[config.mk]
export PLATFORM = sky130hd
export DESIGN_NAME = multi_edge_irq
export DESIGN_NICKNAME = d
export VERILOG_FILES = /design/src/rtl/multi_edge_irq.sv
export SDC_FILE = /design/constraint.sdc
export NUM_CORES = 1
export LEC_CHECK = 0
export BUFFER_PORTS_ARGS = -buffer_cell sky130_fd_sc_hd__buf_2
export CORE_MARGIN = 8
export CORE_UTILIZATION = 56
export CTS_BUF_LIST = sky130_fd_sc_hd__clkbuf_2 sky130_fd_sc_hd__clkbuf_4 sky130_fd_sc_hd__clkbuf_8
export CTS_CLUSTER_DIAMETER = 150
export DETAILED_ROUTE_END_ITERATION = 10
export PLACE_DENSITY = 0.87
export SETUP_SLACK_MARGIN = 0.15
export SYNTH_ARGS = -nofsm -noshare
export SYNTH_HDL_FRONTEND = slang
export SYNTH_SLANG_ARGS = --single-unit
export TNS_END_PERCENT = 5
[constraint.sdc]
create_clock -name clk -period 1.6 [get_ports clk]
set_input_delay 0.24 -clock clk [delete_from_list [all_inputs] [get_ports clk]]
set_output_delay 0.24 -clock clk [all_outputs]
set_load 0.1 [all_outputs]
[src/rtl/multi_edge_irq.sv]
// rtl/multi_edge_irq.sv - multi-channel filtered edge detector with sticky status and aggregated irq
module multi_edge_irq #(
    parameter int NUM_CH      = 8,
    parameter int SYNC_STAGES = 2,
    parameter int FILT_CYCLES = 4
) (
    input  logic                  clk,
    input  logic                  rst,
    input  logic [NUM_CH-1:0]     sig_in,
    input  logic [2*NUM_CH-1:0]   mode,
    input  logic [NUM_CH-1:0]     irq_en,
    input  logic [NUM_CH-1:0]     clr,
    output logic [NUM_CH-1:0]     r_edge,
    output logic [NUM_CH-1:0]     f_edge,
    output logic [NUM_CH-1:0]     status,
    output logic                  irq
);

    localparam int             CW      = $clog2(FILT_CYCLES) + 1;
    localparam logic [CW-1:0]  CNT_MAX = CW'(FILT_CYCLES - 1);

    logic [NUM_CH-1:0] r_sync [SYNC_STAGES];
    logic [NUM_CH-1:0] r_filt;
    logic [NUM_CH-1:0] r_filt_q;
    logic [CW-1:0]     r_cnt  [NUM_CH];
    logic [NUM_CH-1:0] w_s;
    logic [NUM_CH-1:0] w_q;

    assign w_s = r_sync[SYNC_STAGES-1];

    always_ff @(posedge clk) begin
        if (rst) begin
            for (int k = 0; k < SYNC_STAGES; k++) begin
                r_sync[k] <= '0;
            end
        end else begin
            r_sync[0] <= sig_in;
            for (int k = 1; k < SYNC_STAGES; k++) begin
                r_sync[k] <= r_sync[k-1];
            end
        end
    end

    // Counter saturates at CNT_MAX and commits the new level there, so it never wraps.
    always_ff @(posedge clk) begin
        if (rst) begin
            r_filt   <= '0;
            r_filt_q <= '0;
            for (int i = 0; i < NUM_CH; i++) begin
                r_cnt[i] <= '0;
            end
        end else begin
            r_filt_q <= r_filt;
            for (int i = 0; i < NUM_CH; i++) begin
                if (w_s[i] == r_filt[i]) begin
                    r_cnt[i] <= '0;
                end else if (r_cnt[i] == CNT_MAX) begin
                    r_filt[i] <= w_s[i];
                    r_cnt[i]  <= '0;
                end else begin
                    r_cnt[i] <= r_cnt[i] + CW'(1);
                end
            end
        end
    end

    always_comb begin
        w_q = '0;
        for (int i = 0; i < NUM_CH; i++) begin
            w_q[i] = (r_edge[i] & mode[2*i]) | (f_edge[i] & mode[2*i+1]);
        end
    end

    // A qualified edge wins over a simultaneous clear so no event is lost.
    always_ff @(posedge clk) begin
        if (rst) begin
            r_edge <= '0;
            f_edge <= '0;
            status <= '0;
            irq    <= 1'b0;
        end else begin
            r_edge <= ~r_filt_q & r_filt;
            f_edge <= r_filt_q & ~r_filt;
            status <= w_q | (status & ~clr);
            irq    <= |(status & irq_en);
        end
    end

endmodule

==> flow_summary.json, run 1 <==
{
  "outcome": "finished clean",
  "tns_ns": 0,
  "startpoint_type": "flop",
  "grt_overflow": 0,
  "track_usage": 0.133,
  "yosys.cell_count.top_type": "dfxtp_1",
  "crit_chain": "buf_2",
  "slowest_stage": "buf_2",
  "row_count": 27,
  "nNetsFinal": 382,
  "netlist.area_leader.share": 0.370,
  "grt_setup_unrepaired": "true",
  "maxCapViolCount": 0,
  "hold_viol": 0,
  "path_delay_family": "buffers and inverters",
  "skew_ns": 0.00711,
  "cp_max_fo": 3,
  "avgSynthCellArea_um2": 13.4,
  "p_leak_nw": 1.61,
  "start_util": 0.571,
  "p_int_mw": 3.21,
  "firstDrtPassIters": 4,
  "ioPinCount": 67,
  "worstPathRequired_ns": 1.36,
  "grt_pass1_wl_um": 8810,
  "seq_power_share": 0.546,
  "yosysTopAreaCell": "dfxtp_1",
  "port_buffers": 66,
  "fp.dieH_um": 90.3,
  "clockRootBuffer": "clkbuf_8",
  "gp_congestion": 0.765,
  "clock_path_buffers": 2,
  "period_minus_slack_ns": 1.41,
  "cts_tree": "yes",
  "p_sw_mw": 0.788,
  "place_hpwl_um": 3650,
  "wl_um": 5120,
  "p_sw_frac": 0.197,
  "synth-main-ff-cell": "dfxtp_1",
  "arrival_ns": 1.17,
  "peakVddDrop_mv": 0.571,
  "cts_buffers": 9,
  "drtAntennaViolNets": 0,
  "htree_levels": 3,
  "synth_area_mm2": 0.00309,
  "drc_errors": 0,
  "core_mm2": 0.00541,
  "max_freq_mhz": 709,
  "async_reset_ff_frac": 0,
  "finalSetupViolCount": 0,
  "worst-path-buf-inv": 1,
  "clkLatencyLatePin_ns": 0.33,
  "vias": 1955,
  "dieWidth_um": 90.3,
  "utilization": 0.698,
  "dr.first_iter.drc_count": 65,
  "worst_hold_path_type": "input pin to flop",
  "drv_slew": 0,
  "fillers": 397,
  "antenna_cells": 0,
  "syn2layout_area_growth_pct": 22.1,
  "ys_seq_area_frac": 0.603,
  "cts.sinks": 81,
  "path_clk_slew_ns": 0.08,
  "synth.distinct_cells": 23,
  "grt_max_degree": 74,
  "drive_above_1_share": 0.290,
  "fin_crit_sh": 0.882,
  "wl_per_cell_um": 12.8,
  "syn_inst": 231,
  "antenna_found_initial": 0,
  "cp_slowest_stage_delay_ns": 0.45,
  "crit_type": "flop to primary output",
  "synth_common_cells": "57 x dfxtp_1, 25 x nor2b_1, 24 x edfxtp_1",
  "crit_path_end_kind": "primary output",
  "p_per_area_mw_per_mm2": 1060,
  "first_global_vias": 2042,
  "viasPerCell": 4.89,
  "ys_top_cells_by_area": "dfxtp_1 37%, edfxtp_1 23%, ha_1 6.5%",
  "die_area_mm2": 0.00815,
  "comb_power_share": 0.054,
  "synth_edf_count": 24,
  "yosysWarnings": 0,
  "clkPwrFrac": 0.400,
  "synth-seq-cells": 81
}
[routing by layer]
layer / up-vias / wire (um) / GRT usage
met5: - / 0 / 0
met4: 0 / 80 / 0.0707
met3: 5 / 357 / 0.0549
met2: 56 / 2370 / 0.223
met1: 908 / 2320 / 0.139
li1: 986 / - / -
[path summary, 6_finish.rpt]
kind	cells after the start	slack (ns)	start	to
worst max register to register	3	0.19	r_cnt[0][6]$_SDFFCE_PN0P_	r_cnt[0][7]$_SDFFCE_PN0P_
worst max-delay path	1	0.19	status[0]$_SDFF_PP0_	status[0]
worst min-delay path	2	0.11	sig_in[3]	r_sync[0][3]$_SDFF_PP0_
worst min register to register	1	0.40	r_filt_q[2]$_SDFF_PP0_	r_edge[2]$_SDFF_PP0_
[power groups by stage]
stage | logic (mW) | registers (mW) | clock network [mW]
global route | 0.239 | 2.19 | 1.74
CTS | 0.214 | 2.18 | 1.64
detailed placement | 0.210 | 2.23 | 0
floorplan | 0.138 | 2.24 | 0
finish | 0.215 | 2.18 | 1.60
global placement | 0.203 | 2.23 | 0
[cells in the final DEF, fill, tap and decap left out]
master and n:
buf_2 65, dfxtp_1 56, nor2b_1 25, edfxtp_1 24
conb_1 24, ha_1 16, nor4_1 12, a22oi_1 12
clkbuf_8 10, inv_1 8, nor3b_1 8, xnor2_1 8
mux2i_1 8, nor2_1 8, nand2b_1 8, a21oi_1 8
and2b_1 7, nor4b_4 5, nor4_2 4, nor4b_2 3
bufinv_16 2, clkbuf_4 2, a41oi_1 1, clkinv_2 1
buf_4 1, buf_12 1, dfxtp_2 1
[cell type report]
class / count / area, um2 / area share
Clock buffer: 12 / 153 / 0.0405
Clock inverter: 3 / 65.1 / 0.0173
Inverter: 8 / 30.0 / 0.00796
Multi-Input combinational cell: 157 / 1220 / 0.323
Sequential cell: 81 / 1860 / 0.494
Tap cell: 72 / 90.1 / 0.0239
Timing Repair Buffer: 67 / 353 / 0.0936
[repair_timing]
item                                    4_1_cts  5_1_grt
endpoints found under the setup margin        1        8
setup buffers                                 0        0
resized for setup                             1        2
pin swaps                                     0        0
endpoints found under the hold margin         0        0
hold buffers                                  0        0
[metrics by stage]
stage	cells	power [mW]	area (um2)	hold WS (ns)	setup slack [ns]
after floorplan	254	2.38	3180	0.365	0.157
after global placement	385	2.43	3540	0.388	0.309
after detailed placement	385	2.44	3540	0.394	0.177
after CTS	400	4.04	3760	0.0883	0.155
after global routing	400	4.16	3770	0.0908	0.126
final	400	4.00	3770	0.106	0.189
[cells by family after synthesis]
logic type	synth area share
other cells	0.00121
mux	0.0259
xor+xnor	0.0227
compound gates	0.0450
fa+ha+maj	0.0648
flops	0.603
simple gates	0.203
buf+inv	0.0348
[sequential cells by signal (all words and copies together), names as in the netlist]
name and flops:
r_cnt 24, r_sync 16, r_filt_q 8, f_edge 8, r_edge 8, r_filt 8, irq 1, status 8
Note: power is estimated with default switching activity, not from simulation.
==> run 2, diff against run 1 <==
Settings changed: ABC_AREA set to 1, CORE_MARGIN 8 to not set, CORE_UTILIZATION 56 to 55, PLACE_DENSITY 0.87 to not set, PLACE_DENSITY_LB_ADDON set to 0.2.
==> run 2 against run 1 <==
Compared with the run above:
- global-route usage is 4.3 points higher
- utilization increased by 1.2 points
- sequential power increased by 2%
- combinational power increased by 36%
- synthesized area decreased by 3.1%
- clock-buffer cell count unchanged
- first-iteration DRC count shrank 9.2%
- clock power decreased by 11%
- largest cell class unchanged
- largest power group unchanged
==> flow_summary.json, run 2 <==
{
  "outcome": "finished clean",
  "yosysTopAreaCell": "dfxtp_1",
  "clkLatencyLatePin_ns": 0.34,
  "synth.distinct_cells": 17,
  "cts_tree": "yes",
  "core_mm2": 0.00517,
  "netlist.area_leader.share": 0.381,
  "ioPinCount": 67,
  "fp.dieH_um": 75.8,
  "wl_um": 4590,
  "yosysWarnings": 0,
  "first_global_vias": 1802,
  "track_usage": 0.176,
  "max_freq_mhz": 727,
  "dr.first_iter.drc_count": 59,
  "dieWidth_um": 75.8,
  "cp_max_fo": 3,
  "grt_setup_unrepaired": "false",
  "drtAntennaViolNets": 0,
  "top_regs": "r_cnt x24, r_sync x16",
  "row_count": 26,
  "grt_max_degree": 25,
  "wl_per_cell_um": 9.49,
  "crit_path_end_kind": "primary output",
  "cts_buffers": 9,
  "grt.busiest_layer": "met2",
  "ys_seq_area_frac": 0.622,
  "layout.cells.most_common": "buf_2",
  "grt_pass1_wl_um": 7100,
  "largest_register_ffs": 24,
  "synth_common_cells": "58 x nor2_1, 57 x dfxtp_1, 56 x inv_1",
  "rrSetupSlack_ns": 0.31,
  "p_sw_frac": 0.226,
  "synth_edf_count": 24,
  "yosys.cell_count.top_type": "nor2_1",
  "mostFrequentLayoutCells": "64 x buf_2, 58 x nor2_1, 57 x dfxtp_1",
  "ys_top_cells_by_area": "dfxtp_1 38%, edfxtp_1 24%, nor2_1 7.3%",
  "skew_ns": 0.00785,
  "viasPerCell": 4.40,
  "crit_type": "flop to primary output",
  "port_buffers": 66,
  "finalSetupViolCount": 0,
  "crit_chain": "buf_2",
  "arrival_ns": 1.14,
  "regMostFlops": "r_cnt",
  "cts_hold_buf": 0,
  "slowest_stage": "buf_2",
  "clockRootBuffer": "clkbuf_8",
  "startpoint_type": "flop",
  "cts.sinks": 81,
  "drive_above_1_share": 0.208,
  "fillers": 418,
  "cts_setup_buffers": 0,
  "fin_crit_sh": 0.860,
  "synth-main-ff-cell": "dfxtp_1",
  "start_util": 0.579,
  "cp_slowest_stage_delay_ns": 0.44,
  "drv_slew": 0,
  "p_leak_nw": 1.82,
  "hold_viol": 0,
  "drc_errors": 0,
  "clock_path_buffers": 2,
  "firstDrtPassIters": 4,
  "tns_ns": 0,
  "gr-usage-met1": 0.179,
  "period_minus_slack_ns": 1.38,
  "hold-worst-slack_ns": 0.0920,
  "seq_power_share": 0.563,
  "nNetsFinal": 466,
  "worst_hold_path_type": "input pin to flop",
  "async_reset_ff_frac": 0,
  "p_per_area_mw_per_mm2": 1070,
  "path_delay_family": "buffers and inverters",
  "syn2layout_area_growth_pct": 22.6,
  "synth-seq-cells": 81,
  "avgSynthCellArea_um2": 9.59,
  "grt_overflow": 0,
  "total_power_mw": 3.94,
  "gp_congestion": 0.694,
  "place_hpwl_um": 3420,
  "p_int_mw": 3.05,
  "worst-path-buf-inv": 1,
  "p_sw_mw": 0.891,
  "syn_inst": 312,
  "die_area_mm2": 0.00574,
  "peakVddDrop_mv": 0.794,
  "vias": 2123,
  "worstPathRequired_ns": 1.36,
  "utilization": 0.709,
  "maxCapViolCount": 0,
  "htree_levels": 3,
  "antenna_cells": 0,
  "synth_area_mm2": 0.00299,
  "path_clk_slew_ns": 0.07,
  "comb_power_share": 0.075,
  "grtUsageMet3": 0.0648,
  "antenna_found_initial": 0,
  "clkPwrFrac": 0.363,
  "met2_usage": 0.306
}
[run 2: cell type report]
class                   count  area [um2]  share of cell area
clock buffers              12         146              0.0399
clock inverters             4        45.0              0.0123
inverters                  57         214              0.0583
multi-input cells         191         963               0.263
flip-flops and latches     81        1860               0.508
well taps                  70        87.6              0.0239
repair buffers             68         350              0.0955
[run 2: cells by family (layout without fill, tap and decap cells)]
group	count (synthesis)	after routing	share of synthesized area
xor+xnor	8	8	0.0234
simple gates	118	118	0.156
fa+ha+maj	16	16	0.0669
compound gates	25	25	0.0452
flops	81	81	0.622
buf+inv	63	141	0.0849
other cells	1	24	0.00125
[run 2: final timing paths]
path / startpoint / to / cells after the start
setup reg to reg: r_cnt[1][0]$_SDFFCE_PN0P_ / r_cnt[1][0]$_SDFFCE_PN0P_ / 5
hold reg to reg: r_sync[0][3]$_SDFF_PP0_ / r_sync[0][11]$_SDFF_PP0_ / 2
hold / removal: sig_in[7] / r_sync[0][7]$_SDFF_PP0_ / 3
setup / recovery: status[5]$_SDFF_PP0_ / status[5] / 1
[run 2: power by group through the flow]
stage | clock network, mW | registers [mW] | logic, mW
final | 1.43 | 2.22 | 0.293
after floorplan | 0 | 2.33 | 0.134
after CTS | 1.48 | 2.22 | 0.295
after global routing | 1.56 | 2.22 | 0.336
after detailed placement | 0 | 2.26 | 0.293
after global placement | 0 | 2.26 | 0.285
[run 2: metrics by stage]
stage | setup WS, ns | instance area, um2 | std cells
4_1_cts | 0.149 | 3670 | 483
6_report | 0.225 | 3670 | 483
3_3_place_gp | 0.370 | 3470 | 467
2_1_floorplan | 0.247 | 3080 | 335
5_1_grt | 0.160 | 3670 | 483
3_5_place_dp | 0.308 | 3470 | 467
[run 2: what timing repair did]
item,in CTS,in global routing
hold endpoints to repair,0,0
resized for setup,1,1
setup endpoints to repair,2,1
pin swaps,0,0
[run 2: metal layers]
layer,share of wire,up-vias
met5,0,-
met1,0.45,916
met4,0.026,0
met3,0.054,13
met2,0.47,53
li1,-,1141
